[src/rtl/vecmac_sched_pkg.sv]
// Shared types and constants for the vecmac_scheduler slice: FSM states, the
// in-flight tag record and the MAC opcode driven to the VECMAC unit.
package vecmac_sched_pkg;

  typedef enum logic {
    ST_IDLE  = 1'b0,
    ST_BURST = 1'b1
  } sched_state_t;

  localparam logic [2:0] MAC_OP_MAC = 3'b001;

  // Wide enough for the largest supported requester count (8).
  localparam int TAG_ID_W = 3;

  typedef struct packed {
    logic [TAG_ID_W-1:0] id;
    logic                last;
  } sched_tag_t;

  function automatic logic [TAG_ID_W-1:0] rr_next(input logic [TAG_ID_W-1:0] cur,
                                                  input int num_req);
    return (int'(cur) == num_req - 1) ? '0 : cur + 1'b1;
  endfunction

endpackage

[src/rtl/vecmac_sched_fifo.sv]
// Synchronous FIFO with occupancy count; backs both the tag queue and the
// response queue of vecmac_scheduler. DEPTH must be a power of two >= 2.
module vecmac_sched_fifo #(
  parameter int WIDTH = 8,
  parameter int DEPTH = 4
) (
  input  logic                     clk,
  input  logic                     rst_n,
  input  logic                     push,
  input  logic [WIDTH-1:0]         push_data,
  input  logic                     pop,
  output logic [WIDTH-1:0]         pop_data,
  output logic                     empty,
  output logic                     full,
  output logic [$clog2(DEPTH):0]   count
);

  localparam int AW = $clog2(DEPTH);
  localparam logic [AW:0] FULL_COUNT = (AW+1)'(DEPTH);

  logic [WIDTH-1:0] mem [DEPTH];
  logic [AW-1:0]    wr_ptr;
  logic [AW-1:0]    rd_ptr;
  logic             do_push;
  logic             do_pop;

  function automatic logic [AW-1:0] ptr_next(input logic [AW-1:0] p);
    return (p == AW'(DEPTH - 1)) ? '0 : p + 1'b1;
  endfunction

  assign empty    = (count == '0);
  assign full     = (count == FULL_COUNT);
  assign do_pop   = pop && !empty;
  // A full FIFO may still take a push when the same cycle frees a slot.
  assign do_push  = push && (!full || do_pop);
  assign pop_data = mem[rd_ptr];

  always_ff @(posedge clk) begin
    if (do_push) begin
      mem[wr_ptr] <= push_data;
    end
  end

  always_ff @(posedge clk or negedge rst_n) begin
    if (!rst_n) begin
      wr_ptr <= '0;
      rd_ptr <= '0;
      count  <= '0;
    end else begin
      if (do_push) begin
        wr_ptr <= ptr_next(wr_ptr);
      end
      if (do_pop) begin
        rd_ptr <= ptr_next(rd_ptr);
      end
      case ({do_push, do_pop})
        2'b10:   count <= count + 1'b1;
        2'b01:   count <= count - 1'b1;
        default: count <= count;
      endcase
    end
  end

endmodule

[src/rtl/vecmac_scheduler.sv]
// Round-robin job scheduler in front of a shared VECMAC unit, with in-order
// tag tracking and a credited response queue. Define VECMAC_SCHED_PERF_EN to
// add the perf_busy_cycles / perf_jobs counters.
module vecmac_scheduler
  import vecmac_sched_pkg::*;
#(
  parameter int NUM_REQ      = 4,
  parameter int VECTOR_WIDTH = 16,
  parameter int DATA_WIDTH   = 8,
  parameter int ACCUM_WIDTH  = 32,
  parameter int TAG_DEPTH    = 8,
  parameter int RSP_DEPTH    = 4
) (
  input  logic                                      clk,
  input  logic                                      rst_n,
  input  logic [NUM_REQ-1:0]                        req_valid,
  output logic [NUM_REQ-1:0]                        req_ready,
  input  logic [NUM_REQ-1:0]                        req_last,
  input  logic [NUM_REQ*VECTOR_WIDTH*DATA_WIDTH-1:0] req_vec_a,
  input  logic [NUM_REQ*VECTOR_WIDTH*DATA_WIDTH-1:0] req_vec_b,
  input  logic [NUM_REQ*VECTOR_WIDTH-1:0]           req_mask,
  output logic                                      mac_enable,
  output logic [VECTOR_WIDTH*DATA_WIDTH-1:0]        mac_vector_a,
  output logic [VECTOR_WIDTH*DATA_WIDTH-1:0]        mac_vector_b,
  output logic [VECTOR_WIDTH-1:0]                   mac_mask_a,
  output logic [VECTOR_WIDTH-1:0]                   mac_mask_b,
  output logic                                      mac_accumulate,
  output logic [2:0]                                mac_operation,
  input  logic [ACCUM_WIDTH-1:0]                    mac_result,
  input  logic                                      mac_valid_out,
  output logic                                      rsp_valid,
  input  logic                                      rsp_ready,
  output logic [$clog2(NUM_REQ)-1:0]                rsp_id,
  output logic [ACCUM_WIDTH-1:0]                    rsp_data
`ifdef VECMAC_SCHED_PERF_EN
  ,
  output logic [31:0]                               perf_busy_cycles,
  output logic [31:0]                               perf_jobs
`endif
);

  localparam int ID_W   = $clog2(NUM_REQ);
  localparam int LANE_W = VECTOR_WIDTH * DATA_WIDTH;
  localparam int TAG_CW = $clog2(TAG_DEPTH) + 1;
  localparam int RSP_CW = $clog2(RSP_DEPTH) + 1;
  localparam int RSP_W  = ID_W + ACCUM_WIDTH;
  localparam logic [TAG_CW-1:0] TAG_LIMIT = TAG_CW'(TAG_DEPTH);

  sched_state_t        state;
  logic [ID_W-1:0]     owner;
  logic [ID_W-1:0]     rr_ptr;
  logic [ID_W-1:0]     pick_idx;
  logic [ID_W-1:0]     cand;
  logic                pick_found;
  logic                first_beat;

  logic                owner_valid;
  logic                owner_last;
  logic                credit_beat;
  logic                credit_last;
  logic                beat_ok;
  logic                hs;
  logic [LANE_W-1:0]   sel_a;
  logic [LANE_W-1:0]   sel_b;
  logic [VECTOR_WIDTH-1:0] sel_mask;

  sched_tag_t          tag_in;
  sched_tag_t          tag_head;
  logic                tag_push;
  logic                tag_pop;
  logic                tag_empty;
  logic                tag_full;
  logic [TAG_CW-1:0]   tag_count;
  logic [TAG_CW-1:0]   inflight_last;

  logic [RSP_W-1:0]    rsp_in;
  logic [RSP_W-1:0]    rsp_head;
  logic                rsp_push;
  logic                rsp_pop;
  logic                rsp_empty;
  logic                rsp_full;
  logic [RSP_CW-1:0]   rsp_count;

  logic                err_underflow;

  always_comb begin
    pick_found = 1'b0;
    pick_idx   = '0;
    cand       = '0;
    for (int i = 0; i < NUM_REQ; i++) begin
      cand = ID_W'((int'(rr_ptr) + i) % NUM_REQ);
      if (!pick_found && req_valid[cand]) begin
        pick_found = 1'b1;
        pick_idx   = cand;
      end
    end
  end

  assign owner_valid = req_valid[owner];
  assign owner_last  = req_last[owner];
  assign sel_a       = req_vec_a[owner*LANE_W +: LANE_W];
  assign sel_b       = req_vec_b[owner*LANE_W +: LANE_W];
  assign sel_mask    = req_mask[owner*VECTOR_WIDTH +: VECTOR_WIDTH];

  // A last beat also reserves a response slot, so a job result can never be dropped.
  assign credit_beat = (tag_count < TAG_LIMIT);
  assign credit_last = ((int'(rsp_count) + int'(inflight_last)) < RSP_DEPTH);
  assign beat_ok     = credit_beat && (!owner_last || credit_last);
  assign hs          = (state == ST_BURST) && owner_valid && beat_ok;

  always_comb begin
    req_ready = '0;
    if (state == ST_BURST && beat_ok) begin
      req_ready[owner] = 1'b1;
    end
  end

  always_ff @(posedge clk or negedge rst_n) begin
    if (!rst_n) begin
      state          <= ST_IDLE;
      owner          <= '0;
      rr_ptr         <= '0;
      first_beat     <= 1'b1;
      mac_enable     <= 1'b0;
      mac_accumulate <= 1'b0;
      mac_vector_a   <= '0;
      mac_vector_b   <= '0;
      mac_mask_a     <= '0;
      mac_mask_b     <= '0;
      mac_operation  <= '0;
    end else begin
      mac_enable <= hs;
      if (hs) begin
        mac_vector_a   <= sel_a;
        mac_vector_b   <= sel_b;
        mac_mask_a     <= sel_mask;
        mac_mask_b     <= sel_mask;
        mac_operation  <= MAC_OP_MAC;
        mac_accumulate <= !first_beat;
      end
      case (state)
        ST_IDLE: begin
          if (pick_found) begin
            owner      <= pick_idx;
            first_beat <= 1'b1;
            state      <= ST_BURST;
          end
        end
        ST_BURST: begin
          if (hs) begin
            first_beat <= 1'b0;
            if (owner_last) begin
              state  <= ST_IDLE;
              rr_ptr <= ID_W'(rr_next(TAG_ID_W'(owner), NUM_REQ));
            end
          end
        end
        default: state <= ST_IDLE;
      endcase
    end
  end

  // Tags are queued at handshake time so the credit check sees every accepted beat.
  assign tag_in.id   = TAG_ID_W'(owner);
  assign tag_in.last = owner_last;
  assign tag_push    = hs;
  assign tag_pop     = mac_valid_out && !tag_empty;

  vecmac_sched_fifo #(
    .WIDTH ($bits(sched_tag_t)),
    .DEPTH (TAG_DEPTH)
  ) u_tag_fifo (
    .clk       (clk),
    .rst_n     (rst_n),
    .push      (tag_push),
    .push_data (tag_in),
    .pop       (tag_pop),
    .pop_data  (tag_head),
    .empty     (tag_empty),
    .full      (tag_full),
    .count     (tag_count)
  );

  assign rsp_push = tag_pop && tag_head.last;
  assign rsp_in   = {tag_head.id[ID_W-1:0], mac_result};
  assign rsp_pop  = rsp_valid && rsp_ready;

  vecmac_sched_fifo #(
    .WIDTH (RSP_W),
    .DEPTH (RSP_DEPTH)
  ) u_rsp_fifo (
    .clk       (clk),
    .rst_n     (rst_n),
    .push      (rsp_push),
    .push_data (rsp_in),
    .pop       (rsp_pop),
    .pop_data  (rsp_head),
    .empty     (rsp_empty),
    .full      (rsp_full),
    .count     (rsp_count)
  );

  assign rsp_valid = !rsp_empty;
  assign rsp_id    = rsp_valid ? rsp_head[RSP_W-1 -: ID_W] : '0;
  assign rsp_data  = rsp_valid ? rsp_head[ACCUM_WIDTH-1:0] : '0;

  always_ff @(posedge clk or negedge rst_n) begin
    if (!rst_n) begin
      inflight_last <= '0;
      err_underflow <= 1'b0;
    end else begin
      case ({tag_push && owner_last, rsp_push})
        2'b10:   inflight_last <= inflight_last + 1'b1;
        2'b01:   inflight_last <= inflight_last - 1'b1;
        default: inflight_last <= inflight_last;
      endcase
      if (mac_valid_out && tag_empty) begin
        err_underflow <= 1'b1;
      end
    end
  end

`ifdef VECMAC_SCHED_PERF_EN
  always_ff @(posedge clk or negedge rst_n) begin
    if (!rst_n) begin
      perf_busy_cycles <= '0;
      perf_jobs        <= '0;
    end else begin
      if (state == ST_BURST && perf_busy_cycles != '1) begin
        perf_busy_cycles <= perf_busy_cycles + 32'd1;
      end
      if (rsp_pop && perf_jobs != '1) begin
        perf_jobs <= perf_jobs + 32'd1;
      end
    end
  end
`endif

endmodule

[config.mk]
export PLATFORM = sky130hd
export DESIGN_NAME = vecmac_scheduler
export DESIGN_NICKNAME = d
export VERILOG_FILES = /design/src/rtl/vecmac_sched_pkg.sv /design/src/rtl/vecmac_sched_fifo.sv /design/src/rtl/vecmac_scheduler.sv
export SDC_FILE = /design/constraint.sdc
export NUM_CORES = 1
export LEC_CHECK = 0
export ABC_AREA = 0
export CORE_AREA = 2 2 565 567
export CTS_CLUSTER_SIZE = 12
export DETAILED_ROUTE_END_ITERATION = 12
export DIE_AREA = 0 0 567 569
export PLACE_DENSITY = 0.34
export REMOVE_ABC_BUFFERS = 1
export SYNTH_ARGS = -nofsm -noshare
export SYNTH_HDL_FRONTEND = slang
export SYNTH_HIERARCHICAL = 1
export SYNTH_SLANG_ARGS = --single-unit
export TNS_END_PERCENT = 50
[constraint.sdc]
create_clock -name clk -period 3.4 [get_ports clk]
set_input_delay 0.34 -clock clk [delete_from_list [all_inputs] [get_ports clk]]
set_output_delay 0.34 -clock clk [all_outputs]
set_load 0.05 [all_outputs]
# Word level (Yosys, flattened, before mapping)
# Memories as Yosys holds them, arrays and structs flattened.
# Cells that the tools add are included.
[totals]
elab_cells = 141
n_memories = 2
reg_bits = 302
ramBits = 160
output_inout_bits = 332
inputBits = 1132
[op_classes]
n_eq_ne = 15
n_reduce_logical = 36
n_shift = 3
add_sub_neg = 15
muxes = 44
bitwise_logic = 1
order_cmp = 8
[mem_list]
columns = ["name", "words", "width", "read_ports", "rd_clocked_by_memory_dff", "write_ports", "line", "text"]
rows = [
  ["u_rsp_fifo.mem", 4, 34, 1, 0, 1, "vecmac_sched_fifo.sv:21", "logic [WIDTH-1:0] mem [DEPTH];"],
  ["u_tag_fifo.mem", 8, 3, 1, 0, 1, "vecmac_sched_fifo.sv:21", ""],
]
[op_table]
columns = ["cell", "n"]
rows = [
  ["512-bit by 10-bit variable part select with 128-bit output", 2],
  ["64-bit by 7-bit variable part select with 16-bit output", 1],
  ["32-bit 2-to-1 mux", 1],
  ["1-bit 2-to-1 mux", 20],
  ["1-bit logical AND", 16],
  ["2-bit 2-to-1 mux", 8],
  ["4-bit case mux with 2 select lines", 2],
  ["2-bit by 3-bit < comparator with 1-bit output, second input constant", 5],
  ["1-bit binary-select mux with 2-bit select", 6],
  ["2-bit equality test, second input constant", 5],
  ["3-bit by 1-bit adder with 3-bit output, second input constant", 3],
  ["3-bit equality test, second input constant", 3],
  ["1-bit zero test", 9],
  ["2-bit by 1-bit adder with 2-bit output, second input constant", 4],
  ["4-bit by 1-bit adder with 4-bit output, second input constant", 2],
  ["2-bit by 1-bit equality test with 1-bit output, second input constant", 4],
  ["4-bit by 1-bit subtractor with 4-bit output, second input constant", 2],
  ["3-bit 2-to-1 mux", 2],
  ["3-bit case mux with 2 select lines", 1],
  ["2-bit nonzero test", 3],
  ["3-bit by 4-bit adder with 5-bit output", 1],
  ["5-bit by 3-bit < comparator with 1-bit output, second input constant", 1],
  ["2-bit adder, second input constant", 2],
  ["4-bit equality test, second input constant", 1],
  ["other kinds (14)", 18],
]

# Longest topological paths before layout
# Gate-level depths: netlist of the first run.
[depth]
ltp_word = 14
mapped_depth = 13
mapped_depth_nobuf = 12

# Cells and area by module
# The synthesis of the first run kept the hierarchy.
[modules_own_cells]
columns = ["mod", "cells_per_inst", "n_inst", "area_each_um2"]
rows = [
  ["vecmac_scheduler", 1049, 1, 17844.6],
  ["vecmac_sched_fifo at u_rsp_fifo", 226, 1, 5418.9],
  ["vecmac_sched_fifo at u_tag_fifo", 115, 1, 1926.8],
]

# Worst setup path before layout of the first run
# No wires, ideal clock.
[synth_timing]
path_type = "reg-to-reg"
start = "register owner[0]"
end = "register u_tag_fifo.count[3]"
path_buffers = 3
arrival_ps = 3148
stages_incl_launch_ff = 13
t_required_ps = 3266
setup_ps = 134
setup_slack_ps = 118
cell_sequence = "dfrtp_1 buf_2 mux4_2 o21ai_2 buf_6 buf_6 inv_1 o21ai_4 ha_1 ha_1 or4b_1 o311ai_0 o211ai_1"
[synth_between]
elab_chain_cells = 9
elab_cells_between_ends = 14
[synth_rtl]
columns = ["element", "line", "text"]
rows = [
  ["start: declaration", "vecmac_scheduler.sv:50", "logic [ID_W-1:0] owner;"],
  ["start signal: assignment", "vecmac_scheduler.sv:144", "owner <= pick_idx;"],
  ["1-bit binary-select mux with 2-bit select", "vecmac_scheduler.sv:100", "assign owner_last = req_last[owner];"],
  ["1-bit 2-to-1 mux (implied by the code)", "vecmac_scheduler.sv:100", ""],
  ["1-bit zero test", "vecmac_scheduler.sv:108", "assign beat_ok = credit_beat && (!owner_last || credit_last);"],
  ["1-bit logical OR", "vecmac_scheduler.sv:108", ""],
  ["1-bit logical AND", "vecmac_scheduler.sv:108", ""],
  ["1-bit logical AND *", "vecmac_scheduler.sv:109", "assign hs = (state == ST_BURST) && owner_valid && beat_ok;"],
  ["named net hs", "vecmac_scheduler.sv:62", "logic hs;"],
  ["1-bit logical AND *", "vecmac_sched_fifo.sv:35", "assign do_push = push && (!full || do_pop);"],
  ["2-bit by 1-bit equality test with 1-bit output or 2-bit equality test (tied branches)", "vecmac_sched_fifo.sv:56", "case ({do_push, do_pop})"],
  ["4-bit case mux with 2 select lines or 2-bit nonzero test (tied branches)", "-", ""],
  ["end signal: assignment", "vecmac_sched_fifo.sv:57", "2'b10: count <= count + 1'b1;"],
  ["end signal: assignment", "vecmac_sched_fifo.sv:58", "2'b01: count <= count - 1'b1;"],
  ["end signal: assignment", "vecmac_sched_fifo.sv:59", "default: count <= count;"],
  ["end: declaration", "vecmac_sched_fifo.sv:15", "output logic [$clog2(DEPTH):0] count"],
]
# The timed path passes the listed nets; every way through them passes the cells marked *. The select of a mux whose other input is x is not followed.
# A chain may end at the register's enable or synchronous reset.

# Final worst setup path of the first run
[layout_timing]
start = "register u_rsp_fifo.rd_ptr[0]"
end = "output rsp_data[14]"
[layout_between]
elab_chain_cells = 2
[layout_rtl]
columns = ["element", "line", "text"]
rows = [
  ["start: declaration", "vecmac_sched_fifo.sv:23", "logic [AW-1:0] rd_ptr;"],
  ["start signal: assignment", "vecmac_sched_fifo.sv:54", "rd_ptr <= ptr_next(rd_ptr);"],
  ["memory read 4 x 34 bit", "-", ""],
  ["named net rsp_head[14]", "vecmac_scheduler.sv:77", "logic [RSP_W-1:0] rsp_head;"],
  ["32-bit 2-to-1 mux", "vecmac_scheduler.sv:205", "assign rsp_data = rsp_valid ? rsp_head[ACCUM_WIDTH-1:0] : '0;"],
  ["end: declaration", "vecmac_scheduler.sv:34", "output logic [ACCUM_WIDTH-1:0] rsp_data"],
]
# The timed path passes the listed nets, and every way through them passes these cells.

==> flow_metrics.py, run 1 <==
metrics = {
    "routing": {
        "detail_route.vias_per_cell": 2.86,
        "wirelength_um": 173000,
        "drtAntennaViolNets": 0,
        "wl_per_cell_um": 24.4,
        "drtIter0Drc": 793,
        "remaining_drc_errors": 0,
        "drtPass1Iterations": 4,
        "vias": 20356,
    },
    "global_routing": {
        "grt_util_all_layers": 0.104,
        "grt_max_degree": 93,
        "first_global_vias": 22667,
        "grt_pass1_wl_um": 225000,
        "grt-ovfl-total": 0,
        "antenna_found_initial": 84,
    },
    "synth": {
        "yosys_warnings": 6,
        "synth_cells": 1377,
        "synth_area_um2": 24900,
        "syn_avg_cell_area_um2": 18.1,
    },
    "cells_and_area": {
        "final_core_util": 0.148,
        "area_delta_synth_final_pct": 88.6,
        "multi_input_area_um2": 11700,
        "final_layout_size_suffix_gt1_frac": 0.196,
        "fin_area_um2": 46900,
        "ff_latch_area_um2": 12400,
        "nFillCells": 35078,
        "layout.nets": 4003,
    },
    "worst_setup_path": {
        "timing.rr.start": "inflight_last[2]",
        "crit_arrival_ns": 2.86,
        "worstPathRequired_ns": 3.06,
        "setup.worst_path.start_class": "register",
        "cp-end-kind": "output port",
        "r2r_end": "u_tag_fifo/count[3]",
        "cp-startpoint": "u_rsp_fifo/rd_ptr[0]",
        "crit_path_end": "rsp_data[14]",
        "crit_fanout": 20,
        "worstRegToRegCells": 11,
        "reg2reg_slack_ns": 0.21,
        "path_class": "register to output port",
    },
    "status": {
        "status": "completed",
    },
    "worst_hold_path": {
        "min_path_type": "primary input to async pin",
    },
    "floorplan": {
        "die_w_um": 567,
        "fp.dieArea_um2": 323000,
        "row_count": 207,
        "fp.coreArea_um2": 317000,
        "dieHeight_um": 569,
        "pin_count": 1464,
        "initial_core_util": 0.0786,
    },
    "timing": {
        "final_max_slew_viol_count": 0,
        "hold_viol_final": 0,
        "fmax_mhz": 313,
        "setup-tns-final_ns": 0,
        "rsz0062_at_grt": "true",
        "setup_viol": 0,
        "fin_skew_ns": 0.0811,
        "worstMarginPinSlew_ns": 1.11,
        "period_share": 0.940,
        "finalCriticalPeriod_ns": 3.20,
        "slew_headroom": 0.262,
    },
    "placement": {
        "placed_cell_area_um2": 44600,
        "port_buffers": 1461,
        "place.gp.congestion": 0.889,
        "dp_hpwl_um": 146000,
    },
    "pwr": {
        "ir_worst_vdd_uv": 467,
        "report.power.total_uw": 44800,
        "powerDensity_nw_per_um2": 954,
        "p_leak_uw": 0.0161,
    },
    "clock_tree": {
        "cts_tree": "yes",
        "numCtsBuffers": 73,
        "clock-sinks": 462,
        "cts-root-buf": "clkbuf_16",
        "clkTransAtPathRegs_ns": 0.06,
        "clk_latency_ns": 0.75,
        "cts_max_level": 3,
        "clockBufferDepth": 4,
    },
    "run": {
        "max-cap-violations": 0,
    },
}
==> worst max-delay path: stages (launching register included) <==
cell	delay [ns]
dfrtp_2	0.52
buf_12	0.25
buf_12	0.19
mux4_2	0.51
nor2b_1	0.15
dlygate4sd2_1	0.44
==> how the worst min path moves through the flow <==
stage / cells after the start / from / endpoint / slack [ns]
3_5_place_dp: 1 / rst_n / mac_vector_b[49] / 0.43
2_1_floorplan: 0 / rst_n / inflight_last[0] / 0.04
3_3_place_gp: 1 / rst_n / mac_vector_b[49] / 0.41
4_1_cts: 1 / mac_result[17] / u_rsp_fifo/mem[1][17] / 0.12
6_report: 2 / rst_n / mac_vector_a[85] / 0.18
5_1_grt: 2 / rst_n / mac_vector_a[85] / 0.18
==> power breakdown <==
group          internal [µW]  switching [µW]  leakage (µW)
clock network           4600            2970       0.00114
logic                  10700           16900       0.00991
registers               8130            1510       0.00501
total                  23500           21300        0.0161
==> metal layers <==
metal | part of all wire | global-route usage | vias up
li1 | - | - | 8588
met1 | 0.37 | 0.111 | 10442
met2 | 0.50 | 0.184 | 1050
met3 | 0.10 | 0.0471 | 226
met4 | 0.030 | 0.0281 | 50
met5 | 0.0019 | 0 | -
==> sequential cells by signal (all words and copies together), names as in the netlist <==
signal	count
first_beat	1
inflight_last	4
mac_accumulate	1
mac_enable	1
mac_mask_b	16
mac_operation	1
mac_vector_a	128
mac_vector_b	128
owner	2
rr_ptr	2
state	1
u_rsp_fifo/count	3
u_rsp_fifo/mem	136
u_rsp_fifo/rd_ptr	2
u_rsp_fifo/wr_ptr	2
u_tag_fifo/count	4
u_tag_fifo/mem	24
u_tag_fifo/rd_ptr	3
u_tag_fifo/wr_ptr	3
==> timing repair <==
action | 4_1_cts | 5_1_grt
resized for setup | 23 | 1
endpoints found under the hold margin | 55 | 0
pin swaps | 0 | 0
hold buffers | 1 | 0
endpoints found under the setup margin | 23 | 3
gates cloned | 0 | 0
buffers inserted | 0 | 0
==> area by class of cell <==
class / instances / share of cell area
diodes: 30 / 0.00160
clock buffers: 93 / 0.0418
clock inverters: 31 / 0.00757
inverters: 15 / 0.00120
multi-input cells: 775 / 0.249
flip-flops and latches: 462 / 0.264
well taps: 4180 / 0.111
repair buffers: 1521 / 0.324
==> placed cells by master (no fill, tap or decap), types with 23 or more instances in the layout <==
cell                n
clkdlybuf4s50_1  1420
mux4_2            313
dfrtp_1           297
mux2_1            239
edfxtp_1          160
clkbuf_16          74
buf_4              60
mux2_2             49
nor2b_1            39
diode_2            30
dlygate4sd2_1      23
==> through the flow <==
step | hold slack, ns | cells | setup slack, ns
6_report | 0.175 | 7107 | 0.205
3_3_place_gp | 0.414 | 6952 | 0.180
2_1_floorplan | 0.0444 | 1252 | -17.58
5_1_grt | 0.176 | 7083 | -0.00986
4_1_cts | 0.121 | 7077 | 0.0321
3_5_place_dp | 0.426 | 6952 | 0.184
(Power assumes the default switching activity.)
==> inputs of run 2 (changes only) <==
--- a/config.mk
+++ b/config.mk
@@ -12,6 +12,7 @@
 export DIE_AREA = 0 0 567 569
 export PLACE_DENSITY = 0.34
 export REMOVE_ABC_BUFFERS = 1
+export SLEW_MARGIN = 30
 export SYNTH_ARGS = -nofsm -noshare
 export SYNTH_HDL_FRONTEND = slang
 export SYNTH_HIERARCHICAL = 1
==> flow_metrics.py, run 2 (same netlist as run 1, synthesis figures left out) <==
metrics = {
    "cells_and_area": {
        "final_cell_mix": "clkdlybuf4s50_1 (1416), mux4_2 (313), dfrtp_1 (297), mux2_1 (239), edfxtp_1 (160)",
        "reg.largest.list": "u_rsp_fifo/mem x136, mac_vector_a x128, mac_vector_b x128",
        "area_delta_synth_final_pct": 88.6,
        "final_core_util": 0.148,
        "layout.nets": 4003,
        "regMostFlops": "u_rsp_fifo/mem",
        "nFillCells": 35057,
        "multi_input_area_um2": 11700,
        "ff_latch_area_um2": 12400,
        "final_common_cell": "clkdlybuf4s50_1",
        "final_layout_size_suffix_gt1_frac": 0.197,
        "largest_reg_flops": 136,
    },
    "status": {
        "status": "completed",
    },
    "worst_setup_path": {
        "timing.rr.start": "inflight_last[2]",
        "crit_fanout": 20,
        "worstPathRequired_ns": 3.06,
        "crit_arrival_ns": 2.86,
        "setup.worst_path.start_class": "register",
        "path_class": "register to output port",
        "cp-end-kind": "output port",
        "cp-startpoint": "u_rsp_fifo/rd_ptr[0]",
    },
    "global_routing": {
        "grt_max_degree": 93,
        "grt-ovfl-total": 0,
        "grt_pass1_wl_um": 224000,
        "antenna_found_initial": 79,
        "first_global_vias": 22671,
        "grt_util_all_layers": 0.104,
    },
    "pwr": {
        "ir_worst_vdd_uv": 565,
        "p_leak_uw": 0.0161,
        "powerDensity_nw_per_um2": 957,
        "report.power.total_uw": 44900,
    },
    "clock_tree": {
        "clk_latency_ns": 0.75,
        "clockBufferDepth": 4,
        "cts_tree": "yes",
        "numCtsBuffers": 73,
        "clock-sinks": 462,
        "clkTransAtPathRegs_ns": 0.05,
        "cts_max_level": 3,
        "cts-root-buf": "clkbuf_16",
    },
    "timing": {
        "period_share": 0.941,
        "fmax_mhz": 313,
        "setup_viol": 0,
        "worstMarginPinSlew_ns": 1.03,
        "fin_skew_ns": 0.0764,
        "rsz0062_at_grt": "false",
        "final_max_slew_viol_count": 0,
        "slew_headroom": 0.312,
        "hold_viol_final": 0,
        "finalCriticalPeriod_ns": 3.20,
    },
    "floorplan": {
        "dieHeight_um": 569,
        "pin_count": 1464,
        "initial_core_util": 0.0786,
        "row_count": 207,
        "fp.dieArea_um2": 323000,
        "die_w_um": 567,
        "fp.coreArea_um2": 317000,
    },
    "routing": {
        "detail_route.vias_per_cell": 2.85,
        "wl_per_cell_um": 24.4,
        "wirelength_um": 173000,
        "remaining_drc_errors": 0,
        "drtAntennaViolNets": 0,
        "drtPass1Iterations": 5,
        "drtIter0Drc": 787,
        "vias": 20240,
    },
    "run": {
        "max-cap-violations": 0,
    },
    "placement": {
        "place.gp.congestion": 0.889,
        "dp_hpwl_um": 147000,
        "port_buffers": 1461,
    },
    "worst_hold_path": {
        "min_path_type": "primary input to async pin",
    },
}
[run 2: stage by stage]
| stage | setup TNS (ns) | hold slack [ns] | cells | worst slack [ns] | cell area [µm²] |
|---|---|---|---|---|---|
| floorplan | -5174.67 | 0.0444 | 1252 | -17.58 | 24100 |
| global placement | 0 | 0.414 | 6952 | 0.180 | 44600 |
| detailed placement | 0 | 0.417 | 6952 | 0.183 | 44500 |
| CTS | 0 | 0.102 | 7081 | 0.0374 | 46900 |
| global route | 0 | 0.164 | 7090 | 0.00696 | 46900 |
| finish | 0 | 0.214 | 7095 | 0.201 | 46900 |
[run 2: worst paths after layout]
check | to | slack [ns] | depth (start not counted)
setup / recovery | rsp_data[14] | 0.20 | 5
hold / removal | mac_vector_a[85] | 0.21 | 2
setup reg to reg | u_tag_fifo/count[3] | 0.25 | 11
hold reg to reg | mac_operation[0] | 0.47 | 1
max in group asynchronous | mac_vector_a[105] | 2.21 | 3
min in group clk | u_rsp_fifo/mem[3][2] | 0.23 | 1
[run 2: area by class of cell]
class | instances | share of cell area
Timing Repair Buffer | 1521 | 0.324
Sequential cell | 462 | 0.264
Multi-Input combinational cell | 775 | 0.249
Tap cell | 4180 | 0.111
Clock buffer | 96 | 0.0423
Clock inverter | 32 | 0.00795
Inverter | 15 | 0.00120
Antenna cell | 14 | 0.000747
[run 2: report_power, final]
part / leakage (µW) / switching (µW) / internal (µW) / total (µW)
Clock: 0.00115 / 3010 / 4640 / 7660
Sequential: 0.00501 / 1530 / 8130 / 9660
Combinational: 0.00992 / 16900 / 10700 / 27600
Total: 0.0161 / 21400 / 23500 / 44900
[run 2: per-layer routing]
layer,share of wire,global-route usage,vias to the layer above
li1,-,-,8576
met1,0.37,0.111,10309
met2,0.50,0.182,1070
met3,0.10,0.0468,227
met4,0.030,0.0316,58
met5,0.0022,0,-
[run 2: what timing repair did]
item                                    4_1_cts  5_1_grt
setup buffers                                 0        0
resized for setup                            23        1
endpoints found under the setup margin       23        1
hold buffers                                  1        0
endpoints found under the hold margin        55        0
[run 2: worst max-delay path, cell delays in order, from the launching register on]
cell and delay, ns:
dfrtp_2 0.54, buf_12 0.25, buf_12 0.19, mux4_2 0.52, nor2b_1 0.15, dlygate4sd2_1 0.44
==> inputs of run 3 (changes only) <==
--- a/config.mk
+++ b/config.mk
@@ -10,7 +10,7 @@
 export CTS_CLUSTER_SIZE = 12
 export DETAILED_ROUTE_END_ITERATION = 12
 export DIE_AREA = 0 0 567 569
-export PLACE_DENSITY = 0.34
+export PLACE_DENSITY = 0.33
 export REMOVE_ABC_BUFFERS = 1
 export SLEW_MARGIN = 30
 export SYNTH_ARGS = -nofsm -noshare
==> constraint.sdc (replaced) <==
create_clock -name clk -period 3.8 [get_ports clk]
set_input_delay 0.38 -clock clk [delete_from_list [all_inputs] [get_ports clk]]
set_output_delay 0.38 -clock clk [all_outputs]
set_load 0.05 [all_outputs]
==> flow_metrics.py, run 3 (same netlist as run 1, synthesis figures left out) <==
metrics = {
    "global_routing": {
        "grt_pass1_wl_um": 221000,
        "grt_max_degree": 97,
        "grt-ovfl-total": 0,
        "antenna_found_initial": 68,
        "first_global_vias": 22396,
        "grt_util_all_layers": 0.102,
    },
    "floorplan": {
        "fp.coreArea_um2": 317000,
        "row_count": 207,
        "dieHeight_um": 569,
        "pin_count": 1464,
        "die_w_um": 567,
        "initial_core_util": 0.0786,
        "fp.dieArea_um2": 323000,
    },
    "routing": {
        "wl_per_cell_um": 24.0,
        "drtPass1Iterations": 5,
        "wirelength_um": 170000,
        "detail_route.vias_per_cell": 2.82,
        "drtIter0Drc": 869,
        "remaining_drc_errors": 0,
        "vias": 19996,
        "drtAntennaViolNets": 0,
    },
    "worst_setup_path": {
        "crit_arrival_ns": 3.10,
        "path_class": "register to output port",
        "crit_fanout": 21,
        "setup.worst_path.start_class": "register",
        "cp-end-kind": "output port",
        "worstPathRequired_ns": 3.42,
    },
    "run": {
        "max-cap-violations": 0,
    },
    "placement": {
        "dp_hpwl_um": 143000,
        "placed_cells": 6935,
        "pre_cts_slack_ns": 0.339,
        "port_buffers": 1461,
        "place.gp.congestion": 0.877,
    },
    "clock_tree": {
        "hold_buffers": 1,
        "clkTransAtPathRegs_ns": 0.06,
        "post_cts_resized": 0,
        "cts_max_level": 3,
        "cts_setup_buffers": 0,
        "clock-sinks": 462,
        "cts-root-buf": "clkbuf_16",
        "clockBufferDepth": 4,
        "numCtsBuffers": 75,
        "cts_tree": "yes",
        "clk_latency_ns": 0.74,
    },
    "cells_and_area": {
        "instances_no_fill": 7086,
        "regMostFlops": "u_rsp_fifo/mem",
        "final_cell_mix": "clkdlybuf4s50_1 (1443), mux4_2 (313), dfrtp_1 (297), mux2_1 (239), edfxtp_1 (160)",
        "nFillCells": 35010,
        "layout.nets": 3988,
        "multi_input_area_um2": 11700,
        "final_layout_size_suffix_gt1_frac": 0.193,
        "final_common_cell": "clkdlybuf4s50_1",
        "final_core_util": 0.148,
        "largest_reg_flops": 136,
        "reg.largest.list": "u_rsp_fifo/mem x136, mac_vector_a x128, mac_vector_b x128",
        "area_delta_synth_final_pct": 89.0,
        "ff_latch_area_um2": 12400,
    },
    "timing": {
        "period_share": 0.915,
        "slew_headroom": 0.303,
        "finalCriticalPeriod_ns": 3.48,
        "hold_viol_final": 0,
        "final_max_slew_viol_count": 0,
        "fmax_mhz": 288,
        "fin_skew_ns": 0.0310,
        "rsz0062_at_grt": "false",
        "holdWs_ns": 0.0870,
        "worstMarginPinSlew_ns": 1.04,
        "setup_viol": 0,
        "setup_slack_ns": 0.322,
    },
    "pwr": {
        "p_leak_uw": 0.0160,
        "ir_worst_vdd_uv": 406,
        "powerDensity_nw_per_um2": 861,
    },
    "worst_hold_path": {
        "min_path_type": "primary input to async pin",
    },
    "status": {
        "status": "completed",
    },
}
## run 3: layer usage
metal | part of all wire | wire length, µm | vias up | GRT usage
met1 | 0.36 | 61700 | 10189 | 0.110
met2 | 0.51 | 86600 | 1022 | 0.183
met5 | 0.0015 | 249 | - | 0
met4 | 0.026 | 4460 | 38 | 0.0282
li1 | - | - | 8546 | -
met3 | 0.10 | 17400 | 201 | 0.0431
## run 3: layout make-up
type                       instances  share of cell area
timing repair buffer            1504               0.323
antenna                           20             0.00106
clock buffer                      91              0.0420
multi-input combinational        775               0.248
clock inverter                    39              0.0107
tap                             4180               0.111
inverter                          15             0.00120
sequential                       462               0.263
## run 3: worst max-delay path: stages, from the launching register on
cell and delay, ns:
dfrtp_2 0.79, mux4_2 0.33, nor2b_1 0.30, clkdlybuf4s50_1 0.91
## run 3: power breakdown
part,switching (µW),internal [µW],total (µW),leakage (µW)
sequential,1490,7270,8760,0.00501
clock,2770,4450,7210,0.00121
combinational,14900,9640,24500,0.00979
total,19100,21400,40500,0.0160
## run 3: through the flow
| step | TNS [ns] | area [µm²] | total power, µW |
|---|---|---|---|
| 3_3_place_gp | 0 | 44500 | 34300 |
| 2_1_floorplan | -4978.22 | 24100 | 22400 |
| 3_5_place_dp | 0 | 44500 | 34200 |
| 5_1_grt | 0 | 47000 | 42900 |
| 6_report | 0 | 47000 | 40500 |
| 4_1_cts | 0 | 47000 | 41900 |
## run 3: path summary, 6_finish.rpt
path | start | end | slack (ns) | cells after the start
max in group asynchronous | rst_n | mac_vector_a[1] | 2.51 | 4
min in group clk | mac_result[5] | u_rsp_fifo/mem[3][5] | 0.28 | 1
max reg2reg | owner[1] | u_tag_fifo/count[3] | 0.48 | 10
min | rst_n | mac_vector_b[30] | 0.09 | 2
max | u_rsp_fifo/rd_ptr[1] | rsp_data[10] | 0.32 | 3
min reg2reg | mac_operation[0] | mac_operation[0] | 0.47 | 1
